`src/rtl/aes_bram_port_ctrl.sv`:
```
// aes_bram_port_ctrl: single-port BRAM controller shared by the AES
// engine and a host requester, round-robin arbitrated.
module aes_bram_port_ctrl #(
  parameter int ADDR_WIDTH   = 32,
  parameter int READ_LATENCY = 2
) (
  input  logic                  aes_clk,
  input  logic                  aes_rst,
  input  logic                  aes_start_read,
  input  logic                  aes_start_write,
  input  logic [ADDR_WIDTH-1:0] aes_bram_addr,
  input  logic [31:0]           aes_bram_write_data,
  output logic [31:0]           aes_bram_read_data,
  output logic                  bram_complete,
  input  logic                  host_start_read,
  input  logic                  host_start_write,
  input  logic [ADDR_WIDTH-1:0] host_addr,
  input  logic [31:0]           host_wdata,
  output logic [31:0]           host_rdata,
  output logic                  host_complete,
  output logic                  bram_en,
  output logic [3:0]            bram_we,
  output logic [ADDR_WIDTH-1:0] bram_addr,
  output logic [31:0]           bram_wdata,
  input  logic [31:0]           bram_rdata,
  output logic [1:0]            err_flags,
  input  logic                  err_clr
);

  typedef enum logic [1:0] {
    IDLE,
    ISSUE,
    RD_WAIT,
    DONE
  } state_t;

  localparam logic AES  = 1'b0;
  localparam logic HOST = 1'b1;

  state_t state_q;
  state_t state_d;

  logic                  armed_aes;
  logic                  armed_host;
  logic                  last_grant;
  logic                  gnt;
  logic                  op_wr;
  logic                  mis_q;
  logic [31:0]           wdata_q;
  logic [2:0]            cnt_q;

  logic                  aes_pend;
  logic                  host_pend;
  logic                  grant_valid;
  logic                  grant_sel;
  logic                  cnt_zero;
  logic [ADDR_WIDTH-1:0] sel_addr;
  logic [31:0]           sel_wdata;
  logic                  sel_rd;
  logic                  sel_wr;

  assign aes_pend  = (aes_start_read | aes_start_write) & armed_aes;
  assign host_pend = (host_start_read | host_start_write) & armed_host;

  assign grant_valid = (state_q == IDLE) && (aes_pend || host_pend);
  // On a tie the requester not served last wins; otherwise whoever is pending.
  assign grant_sel = (aes_pend && host_pend) ? ~last_grant : host_pend;

  assign sel_addr  = grant_sel ? host_addr : aes_bram_addr;
  assign sel_wdata = grant_sel ? host_wdata : aes_bram_write_data;
  assign sel_rd    = grant_sel ? host_start_read : aes_start_read;
  assign sel_wr    = grant_sel ? host_start_write : aes_start_write;

  assign cnt_zero = (cnt_q == 3'd0);

  // State register.
  always_ff @(posedge aes_clk) begin
    if (aes_rst) state_q <= IDLE;
    else         state_q <= state_d;
  end

  // Next state and the combinational BRAM strobes / completion pulses.
  always_comb begin
    state_d       = state_q;
    bram_en       = 1'b0;
    bram_we       = 4'h0;
    bram_wdata    = 32'h0;
    bram_complete = 1'b0;
    host_complete = 1'b0;
    unique case (state_q)
      IDLE: begin
        if (grant_valid) state_d = ISSUE;
      end
      ISSUE: begin
        bram_en = 1'b1;
        if (op_wr) begin
          bram_we    = 4'hF;
          bram_wdata = wdata_q;
          state_d    = DONE;
        end else begin
          state_d = RD_WAIT;
        end
      end
      RD_WAIT: begin
        if (cnt_zero) state_d = DONE;
      end
      DONE: begin
        bram_complete = (gnt == AES);
        host_complete = (gnt == HOST);
        state_d       = IDLE;
      end
      default: state_d = IDLE;
    endcase
  end

  // Grant latch, latency counter, read capture, re-arm flags and errors.
  always_ff @(posedge aes_clk) begin
    if (aes_rst) begin
      armed_aes          <= 1'b1;
      armed_host         <= 1'b1;
      last_grant         <= HOST;
      gnt                <= AES;
      op_wr              <= 1'b0;
      mis_q              <= 1'b0;
      wdata_q            <= 32'h0;
      cnt_q              <= 3'd0;
      bram_addr          <= '0;
      aes_bram_read_data <= 32'h0;
      host_rdata         <= 32'h0;
      err_flags          <= 2'b00;
    end else begin
      if (grant_valid) begin
        gnt        <= grant_sel;
        last_grant <= grant_sel;
        op_wr      <= sel_wr;
        mis_q      <= |sel_addr[1:0];
        wdata_q    <= sel_wdata;
        bram_addr  <= {sel_addr[ADDR_WIDTH-1:2], 2'b00};
      end

      if (state_q == ISSUE && !op_wr)
        cnt_q <= 3'(READ_LATENCY - 1);
      else if (state_q == RD_WAIT && !cnt_zero)
        cnt_q <= cnt_q - 3'd1;

      if (state_q == RD_WAIT && cnt_zero) begin
        if (gnt == HOST) host_rdata <= bram_rdata;
        else             aes_bram_read_data <= bram_rdata;
      end

      if (state_q == DONE && gnt == AES)
        armed_aes <= 1'b0;
      else if (!aes_start_read && !aes_start_write)
        armed_aes <= 1'b1;

      if (state_q == DONE && gnt == HOST)
        armed_host <= 1'b0;
      else if (!host_start_read && !host_start_write)
        armed_host <= 1'b1;

      if (err_clr) begin
        err_flags <= 2'b00;
      end else begin
        if (grant_valid && sel_rd && sel_wr)
          err_flags[1] <= 1'b1;
        if (state_q == ISSUE && mis_q)
          err_flags[0] <= 1'b1;
      end
    end
  end

endmodule

```
`config.mk`:
```
export PLATFORM = sky130hd
export DESIGN_NAME = aes_bram_port_ctrl
export DESIGN_NICKNAME = d
export VERILOG_FILES = /design/src/rtl/aes_bram_port_ctrl.sv
export SDC_FILE = /design/constraint.sdc
export NUM_CORES = 1
export LEC_CHECK = 0
export CAP_MARGIN = 10
export CORE_MARGIN = 2
export CORE_UTILIZATION = 43
export DETAILED_ROUTE_END_ITERATION = 8
export HOLD_SLACK_MARGIN = 0.15
export PLACE_DENSITY = 0.94
export SLEW_MARGIN = 10
export SYNTH_ARGS = -nofsm -noshare
export SYNTH_HDL_FRONTEND = slang
export SYNTH_SLANG_ARGS = --single-unit
export TNS_END_PERCENT = 30
```
`constraint.sdc`:
```
create_clock -name aes_clk -period 3.1 [get_ports aes_clk]
set_input_delay 0.31 -clock aes_clk [delete_from_list [all_inputs] [get_ports aes_clk]]
set_output_delay 0.31 -clock aes_clk [all_outputs]
set_load 0.01 [all_outputs]
```
==> results of run 1 <==
==> registers in the layout, summed over array words and instances, names as in the netlist <==
signal	flops
op_wr	1
mis_q	1
gnt	1
armed_host	1
cnt_q	3
aes_bram_read_data	32
err_flags	2
bram_addr	30
host_rdata	32
last_grant	1
state_q	2
armed_aes	1
wdata_q	32
==> metrics by stage <==
step | setup WS, ps | instances
floorplan | 1530 | 749
global placement | 868 | 1177
detailed placement | 797 | 1177
CTS | 599 | 1208
global route | 510 | 1208
finish | 627 | 1208
==> cell usage in the layout, fill, tap and decap left out, types with 7 or more instances in the layout <==
| master | count |
|---|---|
| sky130_fd_sc_hd__nor2_1 | 69 |
| sky130_fd_sc_hd__a21oi_2 | 7 |
| sky130_fd_sc_hd__a21oi_1 | 122 |
| sky130_fd_sc_hd__clkbuf_16 | 17 |
| sky130_fd_sc_hd__buf_12 | 7 |
| sky130_fd_sc_hd__and3_1 | 32 |
| sky130_fd_sc_hd__a211oi_1 | 56 |
| sky130_fd_sc_hd__nand2_1 | 197 |
| sky130_fd_sc_hd__dfxtp_1 | 139 |
| sky130_fd_sc_hd__buf_4 | 11 |
| sky130_fd_sc_hd__clkdlybuf4s50_1 | 300 |
==> worst max-delay path, stage by stage, from the launching register on <==
cell and delay, ps:
sky130_fd_sc_hd__dfxtp_1 340, sky130_fd_sc_hd__inv_1 90, sky130_fd_sc_hd__ha_1 140, sky130_fd_sc_hd__buf_4 310, sky130_fd_sc_hd__and2_1 280, sky130_fd_sc_hd__clkdlybuf4s50_1 580
==> worst paths after layout <==
path / start / end / slack, ps / cells past startpoint
setup / recovery: state_q[1]$_SDFFE_PP0P_ / bram_we[0] / 630 / 5
hold / removal: aes_bram_write_data[7] / wdata_q[7]$_SDFFE_PP0P_ / 450 / 3
hold reg to reg: host_rdata[30]$_SDFFE_PP0P_ / host_rdata[30]$_SDFFE_PP0P_ / 450 / 2
setup reg to reg: state_q[0]$_SDFFE_PP0P_ / wdata_q[6]$_SDFFE_PP0P_ / 990 / 6
==> power by group <==
part / switching, uW / leakage [uW] / total [uW] / internal (uW)
Sequential: 278 / 0.00114 / 2590 / 2310
Clock: 727 / 0.000290 / 2070 / 1350
Combinational: 2000 / 0.00226 / 3590 / 1590
==> cells in the mapped netlist <==
| library cell | n | share of area (%) |
|---|---|---|
| sky130_fd_sc_hd__a21oi_2 | 7 | 1.0 |
| sky130_fd_sc_hd__nor2_1 | 71 | 4.5 |
| sky130_fd_sc_hd__nor3_1 | 5 | 0.42 |
| sky130_fd_sc_hd__clkbuf_1 | 34 | 2.2 |
| sky130_fd_sc_hd__nand3b_1 | 3 | 0.38 |
| sky130_fd_sc_hd__o41ai_2 | 1 | 0.27 |
| sky130_fd_sc_hd__nand2_1 | 198 | 13 |
| sky130_fd_sc_hd__a21oi_1 | 122 | 10 |
| sky130_fd_sc_hd__o2111a_1 | 1 | 0.19 |
| sky130_fd_sc_hd__a2111oi_0 | 1 | 0.15 |
| sky130_fd_sc_hd__or2_2 | 1 | 0.11 |
| sky130_fd_sc_hd__nand2b_1 | 2 | 0.21 |
| sky130_fd_sc_hd__conb_1 | 1 | 0.063 |
| sky130_fd_sc_hd__buf_6 | 6 | 1.1 |
| sky130_fd_sc_hd__buf_2 | 10 | 0.84 |
| sky130_fd_sc_hd__o21ai_0 | 2 | 0.17 |
| sky130_fd_sc_hd__clkbuf_4 | 1 | 0.13 |
| sky130_fd_sc_hd__mux2i_1 | 2 | 0.34 |
| sky130_fd_sc_hd__nor4_1 | 1 | 0.11 |
| sky130_fd_sc_hd__o211ai_1 | 1 | 0.13 |
| sky130_fd_sc_hd__o21a_1 | 1 | 0.13 |
| sky130_fd_sc_hd__xnor2_1 | 1 | 0.15 |
| sky130_fd_sc_hd__a211oi_1 | 56 | 7.1 |
| sky130_fd_sc_hd__ha_1 | 6 | 1.3 |
| sky130_fd_sc_hd__nor2b_1 | 2 | 0.21 |
| sky130_fd_sc_hd__o21bai_1 | 2 | 0.25 |
| sky130_fd_sc_hd__dfxtp_1 | 139 | 47 |
| sky130_fd_sc_hd__o21ai_2 | 2 | 0.30 |
| sky130_fd_sc_hd__a21oi_4 | 1 | 0.27 |
| sky130_fd_sc_hd__a21boi_0 | 1 | 0.13 |
| sky130_fd_sc_hd__a41oi_1 | 1 | 0.15 |
| sky130_fd_sc_hd__inv_1 | 5 | 0.32 |
| sky130_fd_sc_hd__and2_1 | 3 | 0.32 |
| sky130_fd_sc_hd__o21a_4 | 1 | 0.25 |
| sky130_fd_sc_hd__a311oi_2 | 1 | 0.25 |
| sky130_fd_sc_hd__buf_4 | 14 | 1.8 |
| sky130_fd_sc_hd__and3_1 | 32 | 3.4 |
| sky130_fd_sc_hd__a32oi_1 | 1 | 0.15 |
| sky130_fd_sc_hd__a211oi_2 | 6 | 1.3 |
| sky130_fd_sc_hd__o21ba_2 | 1 | 0.17 |
| sky130_fd_sc_hd__o41ai_1 | 1 | 0.15 |
| sky130_fd_sc_hd__buf_1 | 1 | 0.063 |
==> cell type report <==
| class | count | share of cell area (%) |
|---|---|---|
| inverters | 5 | 0.194 |
| repair buffers | 318 | 33.4 |
| well taps | 176 | 2.28 |
| clock buffers | 25 | 5.13 |
| clock inverters | 6 | 1.14 |
| multi-input cells | 539 | 29.0 |
| flip-flops and latches | 139 | 28.8 |
==> layer usage <==
metal | vias up | share of wire [%] | GRT usage [%]
met5 | - | 0 | 0
met2 | 337 | 50 | 48.5
li1 | 3076 | - | -
met4 | 0 | 3.8 | 14.8
met3 | 71 | 7.5 | 6.67
met1 | 3028 | 39 | 34.9
==> cells by family after synthesis <==
| group | synth area share, % |
|---|---|
| buffers and inverters | 6.41 |
| multiplexers | 0.337 |
| AND/OR/NAND/NOR | 22.1 |
| other | 0.0632 |
| adder cells (fa/ha/maj) | 1.26 |
| AO/OA/AOI/OAI | 22.8 |
| flip-flops | 46.9 |
| XOR/XNOR | 0.148 |
==> results.yml, run 1 <==
run_status:
  result_of_the_run: "completed"
pwr:
  p_leak_uw: 0.00369
  power_uw: 8250
  power.density_mw_per_mm2: 854
  ir_drop_uv: 706
worst_setup_path:
  end_kind: "primary output"
  critical_path.startpoint_type: "flip-flop"
  worst_ep_arrival_time_ps: 2160
  cp.required_ps: 2790
  critPathKind: "flip-flop to primary output"
  critPathMaxFanout: 36
cells_and_area:
  areaGrowthSynthToFinish_pct: 62.7
  total_area_of_multi_input_combinational_cells_sq_mm: 0.00280
  antenna_cells_inserted: 0
  filler_cell_count: 1005
  sequential_cell_area_sq_mm: 0.00278
  drive_above_1_share_pct: 6.78
  final_net_count: 1193
  final_area_sq_mm: 0.00966
  finalCoreUtilization_pct: 72.3
timing:
  layout_worst_path_cycle_share_pct: 79.8
  grt_setup_unrepaired: "no"
  worst-slew-pin-transition_ps: 927
  finalCriticalPeriod_ps: 2470
  drv_slew: 0
  finalHoldViolations: 0
  fin_worst_hold_slack_ps: 447
  setup_viol: 0
  fmaxAchievable_mhz: 404
  max-slew-margin-rel_pct: 38.2
  fin_worst_skew_ps: 6.38
  timing.setup.tns_ps: 0
logic_synthesis:
  yosysSeqAreaShare_pct: 46.9
  postSynthRegisterBits: 139
  synth.avg_cell_area_sq_um: 7.94
  yosys.cell_types.count: 42
  synthesis.area_sq_mm: 0.00594
  syn_inst: 748
  synthesis.yosys.warnings: 0
clock_tree:
  clk_path_buf_depth: 2
  clk_latency_ps: 420
  htree_num_levels: 4
  buffers_inserted_by_post_cts_timing_repair: 0
  tritoncts.num_buffers: 17
  post_cts_hold_buffer_count: 0
  cts.clk_slew.worst_paths_ps: 60
  cts.sinks: 139
  cts.root.buffer_cell: "sky130_fd_sc_hd__clkbuf_16"
  cts_tree: "yes"
  ctsResizeCount: 0
routing:
  finalWirelength_um: 21800
  drtPass1Iterations: 5
  drtIter0Drc: 567
  drt_drc_violations_left: 0
  vias: 6512
  drt-wirelength-per-cell_um: 18.1
  vias_per_cell: 5.39
  detail-route-antenna-nets: 0
placed_design:
  hpwl_um: 14600
  buffer_ports.inserted: 301
  postPlaceCellArea_sq_mm: 0.00905
  routabilityCongestion: 0.887
floorplan:
  rows: 42
  pin_count: 304
  die_area_sq_mm: 0.0148
  initial_core_util_pct: 44.5
  core_sq_mm: 0.0133
  die_h_um: 121
  die_boundary_width_um: 121
global_routing:
  grt_pass1_vias: 6245
  wire_length_of_the_first_global_routing_pass_um: 33100
  grt_start_max_net_pins: 83
  gr-total-overflow: 0
  track_usage_pct: 29.0
  grt_antenna_before_repair: 0
min_path:
  type_of_the_tightest_min_delay_check: "primary input to flip-flop"
run:
  max_cap_violations: 0
(Power assumes the default switching activity.)
==> run 2, diff against run 1 <==
--- a/config.mk
+++ b/config.mk
@@ -7,10 +7,10 @@
 export LEC_CHECK = 0
 export CAP_MARGIN = 10
 export CORE_MARGIN = 2
-export CORE_UTILIZATION = 43
+export CORE_UTILIZATION = 36
 export DETAILED_ROUTE_END_ITERATION = 8
 export HOLD_SLACK_MARGIN = 0.15
-export PLACE_DENSITY = 0.94
+export PLACE_DENSITY = 0.85
 export SLEW_MARGIN = 10
 export SYNTH_ARGS = -nofsm -noshare
 export SYNTH_HDL_FRONTEND = slang
==> constraint.sdc (replaced) <==
create_clock -name aes_clk -period 2.1 [get_ports aes_clk]
set_input_delay 0.21 -clock aes_clk [delete_from_list [all_inputs] [get_ports aes_clk]]
set_output_delay 0.21 -clock aes_clk [all_outputs]
set_load 0.01 [all_outputs]
==> run 2 against run 1 <==
  * Critical path depth is the same
  * Sequential share of layout area shrank 0.83 points
  * Clock-buffer cell count shrank 8
  * Die area grew 19%
  * Flip-flop and latch count is the same
  * Sequential power grew 47%
  * First-iteration DRC count shrank 30%
  * Critical endpoint is now bram_wdata[8]
==> results.yml, run 2 (synthesis results as in run 1) <==
global_routing:
  track_usage_pct: 23.8
  grt_pass1_vias: 6242
  grt_antenna_before_repair: 0
  grt_start_max_net_pins: 63
  gr-total-overflow: 0
  wire_length_of_the_first_global_routing_pass_um: 33300
routing:
  drtPass1Iterations: 5
  vias_per_cell: 5.12
  drt-wirelength-per-cell_um: 16.9
  detail-route-antenna-nets: 0
  vias: 6457
  drtIter0Drc: 397
  finalWirelength_um: 21400
  drt_drc_violations_left: 0
timing:
  timing.setup.tns_ps: 0
  finalHoldViolations: 0
  grt_setup_unrepaired: "no"
  setup_slack_ps: 114
  fin_worst_skew_ps: 12.4
  layout_worst_path_cycle_share_pct: 94.5
  setup_viol: 0
  drv_slew: 0
  fmaxAchievable_mhz: 504
  fin_worst_hold_slack_ps: 190
  worst-slew-pin-transition_ps: 522
  max-slew-margin-rel_pct: 64.8
  finalCriticalPeriod_ps: 1990
clock_tree:
  cts.clk_slew.worst_paths_ps: 60
  htree_num_levels: 4
  post_cts_hold_buffer_count: 0
  cts_tree: "yes"
  clk_path_buf_depth: 2
  tritoncts.num_buffers: 17
  buffers_inserted_by_post_cts_timing_repair: 0
  clk_latency_ps: 420
  cts.root.buffer_cell: "sky130_fd_sc_hd__clkbuf_16"
  cts.sinks: 139
pwr:
  p_leak_uw: 0.00414
  power.density_mw_per_mm2: 1280
  ir_drop_uv: 851
placed_design:
  postPlaceCellArea_sq_mm: 0.00925
  dp_cells: 1230
  placement.setup.worst_slack_ps: 72.2
  hpwl_um: 15000
  buffer_ports.inserted: 301
  routabilityCongestion: 0.859
cells_and_area:
  antenna_cells_inserted: 0
  filler_cell_count: 1342
  finalNonFillerCells: 1262
  areaGrowthSynthToFinish_pct: 67.6
  final_net_count: 1207
  largest_registers: "aes_bram_read_data x32, host_rdata x32, wdata_q x32"
  layout_common_cells: "sky130_fd_sc_hd__clkdlybuf4s50_1 (263), sky130_fd_sc_hd__nand2_1 (197), sky130_fd_sc_hd__dfxtp_1 (137)"
  final_area_sq_mm: 0.00995
  final_common_cell: "sky130_fd_sc_hd__clkdlybuf4s50_1"
  drive_above_1_share_pct: 8.89
floorplan:
  die_boundary_width_um: 132
  initial_core_util_pct: 37.1
  die_area_sq_mm: 0.0175
  rows: 46
  die_h_um: 132
  core_sq_mm: 0.0160
  pin_count: 304
run:
  max_cap_violations: 0
min_path:
  type_of_the_tightest_min_delay_check: "primary input to flip-flop"
worst_setup_path:
  end_kind: "primary output"
  cp.required_ps: 1890
  critical_path.startpoint_type: "flip-flop"
  worst_ep_arrival_time_ps: 1780
  critPathMaxFanout: 18
  critPathKind: "flip-flop to primary output"
run_status:
  result_of_the_run: "completed"
run 2: area by class of cell:
cell class,instances,area (sq um),area share (%)
well taps,216,270,2.72
multi-input cells,539,2820,28.3
clock inverters,14,234,2.35
inverters,5,18.8,0.189
repair buffers,332,3400,34.2
clock buffers,17,425,4.28
flip-flops and latches,139,2790,28.0
run 2: final timing paths:
| path | start | endpoint | slack, ps | cells after the start |
|---|---|---|---|---|
| min reg2reg | host_rdata[12]$_SDFFE_PP0P_ | host_rdata[12]$_SDFFE_PP0P_ | 450 | 2 |
| max reg2reg | state_q[0]$_SDFFE_PP0P_ | host_rdata[10]$_SDFFE_PP0P_ | 370 | 7 |
| min | aes_rst | bram_addr[31]$_SDFFE_PP0P_ | 190 | 2 |
| max | state_q[1]$_SDFFE_PP0P_ | bram_wdata[8] | 110 | 5 |
run 2: per-stage QoR:
| step | total power (uW) | util [%] |
|---|---|---|
| 3_5_place_dp | 9330 | 57.8 |
| 3_3_place_gp | 9180 | 57.8 |
| 4_1_cts | 12800 | 62.0 |
| 5_1_grt | 13500 | 62.2 |
| 6_report | 12800 | 62.2 |
| 2_1_floorplan | 6930 | - |
run 2: what timing repair did:
action	in CTS	in global routing
setup endpoints to repair	36	11
gates resized for setup	32	11
cloned	1	0
run 2: critical path, stage by stage (launching register included):
cell and delay, ps:
sky130_fd_sc_hd__dfxtp_2 370, sky130_fd_sc_hd__inv_2 70, sky130_fd_sc_hd__ha_4 180, sky130_fd_sc_hd__bufbuf_16 290, sky130_fd_sc_hd__and3_1 180, sky130_fd_sc_hd__dlygate4sd2_1 280
run 2: per-layer routing:
| metal | GRT usage, % | wire [um] | part of all wire [%] |
|---|---|---|---|
| met5 | 0 | 0 | 0 |
| met4 | 12.4 | 966 | 4.5 |
| met3 | 5.38 | 1290 | 6.0 |
| met2 | 39.5 | 10200 | 48 |
| met1 | 28.8 | 8880 | 42 |
run 2: where the power goes:
group	leakage, uW	internal, uW	switching (uW)
Clock	0.000323	2140	1220
Sequential	0.00114	3410	404
Combinational	0.00268	2590	3000
Total	0.00414	8140	4630
==> run 3, diff against run 2 <==
--- a/config.mk
+++ b/config.mk
@@ -11,6 +11,7 @@
 export DETAILED_ROUTE_END_ITERATION = 8
 export HOLD_SLACK_MARGIN = 0.15
 export PLACE_DENSITY = 0.85
+export RECOVER_POWER = 25
 export SLEW_MARGIN = 10
 export SYNTH_ARGS = -nofsm -noshare
 export SYNTH_HDL_FRONTEND = slang
==> run 3 against run 2 <==
  * First-iteration DRC count up 1.8%
  * Sequential share of layout area about the same
  * Flip-flop and latch count unchanged
  * Register-to-register slack worse by 60 ps
  * Total power down 0.93%
  * Wire length up 0.14%
  * Clock skew down 1.0 ps
  * Worst hold slack better by 6.2 ps
  * Utilization about the same
  * Via count up 0.28%
  * Critical endpoint is now bram_wdata[2]
  * Global-route usage unchanged
  * Clock-buffer cell count unchanged
  * Highest routed layer unchanged
==> results.yml, run 3 (synthesis results as in run 1) <==
routing:
  drtPass1Iterations: 5
  detail-route-antenna-nets: 0
  drt-wirelength-per-cell_um: 16.9
  drt_drc_violations_left: 0
  finalWirelength_um: 21400
  drtIter0Drc: 404
  vias: 6475
  vias_per_cell: 5.13
worst_setup_path:
  timing.critical_path.cells: "inv_2 > ha_4 > bufbuf_16 > and3_1 > dlygate4sd2_1"
  cp.required_ps: 1890
  end_kind: "primary output"
  worst_ep_arrival_time_ps: 1770
  critical_path.max_stage_delay_ps: 370
  path_delay_family: "buffers and inverters"
  critPathMaxFanout: 18
  critPathKind: "flip-flop to primary output"
  critical_path_buf_inv_count: 3
  cp_slowest_cell: "sky130_fd_sc_hd__dfxtp_2"
  critical_path.startpoint_type: "flip-flop"
global_routing:
  grt_antenna_before_repair: 0
  track_usage_pct: 23.8
  gr-total-overflow: 0
  grt_pass1_vias: 6242
  wire_length_of_the_first_global_routing_pass_um: 33300
  grt_start_max_net_pins: 63
cells_and_area:
  layout_common_cells: "sky130_fd_sc_hd__clkdlybuf4s50_1 (200), sky130_fd_sc_hd__nand2_1 (197), sky130_fd_sc_hd__dfxtp_1 (138)"
  filler_cell_count: 1341
  antenna_cells_inserted: 0
  final_net_count: 1207
  areaGrowthSynthToFinish_pct: 67.6
  finalNonFillerCells: 1262
  drive_above_1_share_pct: 8.80
  final_common_cell: "sky130_fd_sc_hd__clkdlybuf4s50_1"
  largest_registers: "aes_bram_read_data x32, host_rdata x32, wdata_q x32"
placed_design:
  buffer_ports.inserted: 301
  routabilityCongestion: 0.859
  hpwl_um: 15000
  dp_cells: 1230
  placement.setup.worst_slack_ps: 72.2
clock_tree:
  buffers_inserted_by_post_cts_timing_repair: 0
  cts_tree: "yes"
  cts.sinks: 139
  htree_num_levels: 4
  clk_path_buf_depth: 2
  cts.clk_slew.worst_paths_ps: 60
  tritoncts.num_buffers: 17
  clk_latency_ps: 410
  cts.root.buffer_cell: "sky130_fd_sc_hd__clkbuf_16"
  post_cts_hold_buffer_count: 0
pwr:
  power.density_mw_per_mm2: 1270
  ir_drop_uv: 848
  internal_power_component_uw: 8040
  power.net_switching_uw: 4610
  p_leak_uw: 0.00433
  p_comb_share_pct: 43.4
  switching_share_pct: 36.5
  p_clk_share_pct: 26.6
  power_frac_seq_pct: 30.0
floorplan:
  initial_core_util_pct: 37.1
  die_h_um: 132
  rows: 46
  core_sq_mm: 0.0160
  die_boundary_width_um: 132
  pin_count: 304
  die_area_sq_mm: 0.0175
run:
  max_cap_violations: 0
timing:
  timing.setup.tns_ps: 0
  setup_slack_ps: 120
  drv_slew: 0
  layout_worst_path_cycle_share_pct: 94.3
  finalCriticalPeriod_ps: 1980
  fin_worst_skew_ps: 11.4
  worst-slew-pin-transition_ps: 518
  max-slew-margin-rel_pct: 65.1
  grt_setup_unrepaired: "no"
  fmaxAchievable_mhz: 505
  finalHoldViolations: 0
  setup_viol: 0
run_status:
  result_of_the_run: "completed"
min_path:
  type_of_the_tightest_min_delay_check: "primary input to flip-flop"
## run 3: what timing repair did
item	4_1_cts	5_1_grt
gates resized for setup	32	11
cloned	1	0
endpoints found under the setup margin	36	11
## run 3: worst register-to-register path: stages, from the launching register on
cell and delay [ps]:
sky130_fd_sc_hd__dfxtp_1 410, sky130_fd_sc_hd__inv_1 120, sky130_fd_sc_hd__ha_1 260, sky130_fd_sc_hd__nand3b_1 190, sky130_fd_sc_hd__nand2b_1 290, sky130_fd_sc_hd__buf_12 220
sky130_fd_sc_hd__nand2_1 90, sky130_fd_sc_hd__a21oi_1 150
## run 3: final timing paths
check                                            startpoint                             endpoint  slack, ps  cells after the start
worst max register to register      state_q[0]$_SDFFE_PP0P_  aes_bram_read_data[15]$_SDFFE_PP0P_        310                      7
worst min-delay path                                aes_rst           bram_addr[31]$_SDFFE_PP0P_        200                      2
worst max-delay path                state_q[1]$_SDFFE_PP0P_                        bram_wdata[2]        120                      5
worst min register to register  host_rdata[12]$_SDFFE_PP0P_          host_rdata[12]$_SDFFE_PP0P_        450                      2
## run 3: layout make-up
| class | instances | area, sq um | share of cell area (%) |
|---|---|---|---|
| Clock buffer | 17 | 425 | 4.28 |
| Clock inverter | 14 | 234 | 2.35 |
| Inverter | 5 | 18.8 | 0.189 |
| Multi-Input combinational cell | 539 | 2820 | 28.3 |
| Sequential cell | 139 | 2780 | 28.0 |
| Tap cell | 216 | 270 | 2.72 |
| Timing Repair Buffer | 332 | 3400 | 34.2 |
## run 3: power by group through the flow
stage	clock, uW	sequential, uW	combinational (uW)
2_1_floorplan	0	3980	2950
3_3_place_gp	0	3820	5350
3_5_place_dp	0	3840	5490
4_1_cts	3420	3800	5620
5_1_grt	3540	3890	5980
6_report	3360	3800	5490
## run 3: layer usage
layer / share of wire (%) / wire length [um] / GRT usage, % / vias up
li1: - / - / - / 3115
met1: 42 / 8880 / 28.8 / 3036
met2: 47 / 10100 / 39.5 / 260
met3: 6.3 / 1360 / 5.38 / 64
met4: 4.7 / 1010 / 12.4 / 0
met5: 0 / 0 / 0 / -
## run 3: through the flow
stage,util (%),power [uW],hold WS [ps],instance area (sq um)
3_3_place_gp,57.8,9180,441,9250
2_1_floorplan,-,6930,289,5940
5_1_grt,62.2,13400,191,9950
4_1_cts,62.0,12800,182,9920
6_report,62.2,12700,197,9950
3_5_place_dp,57.8,9330,446,9250
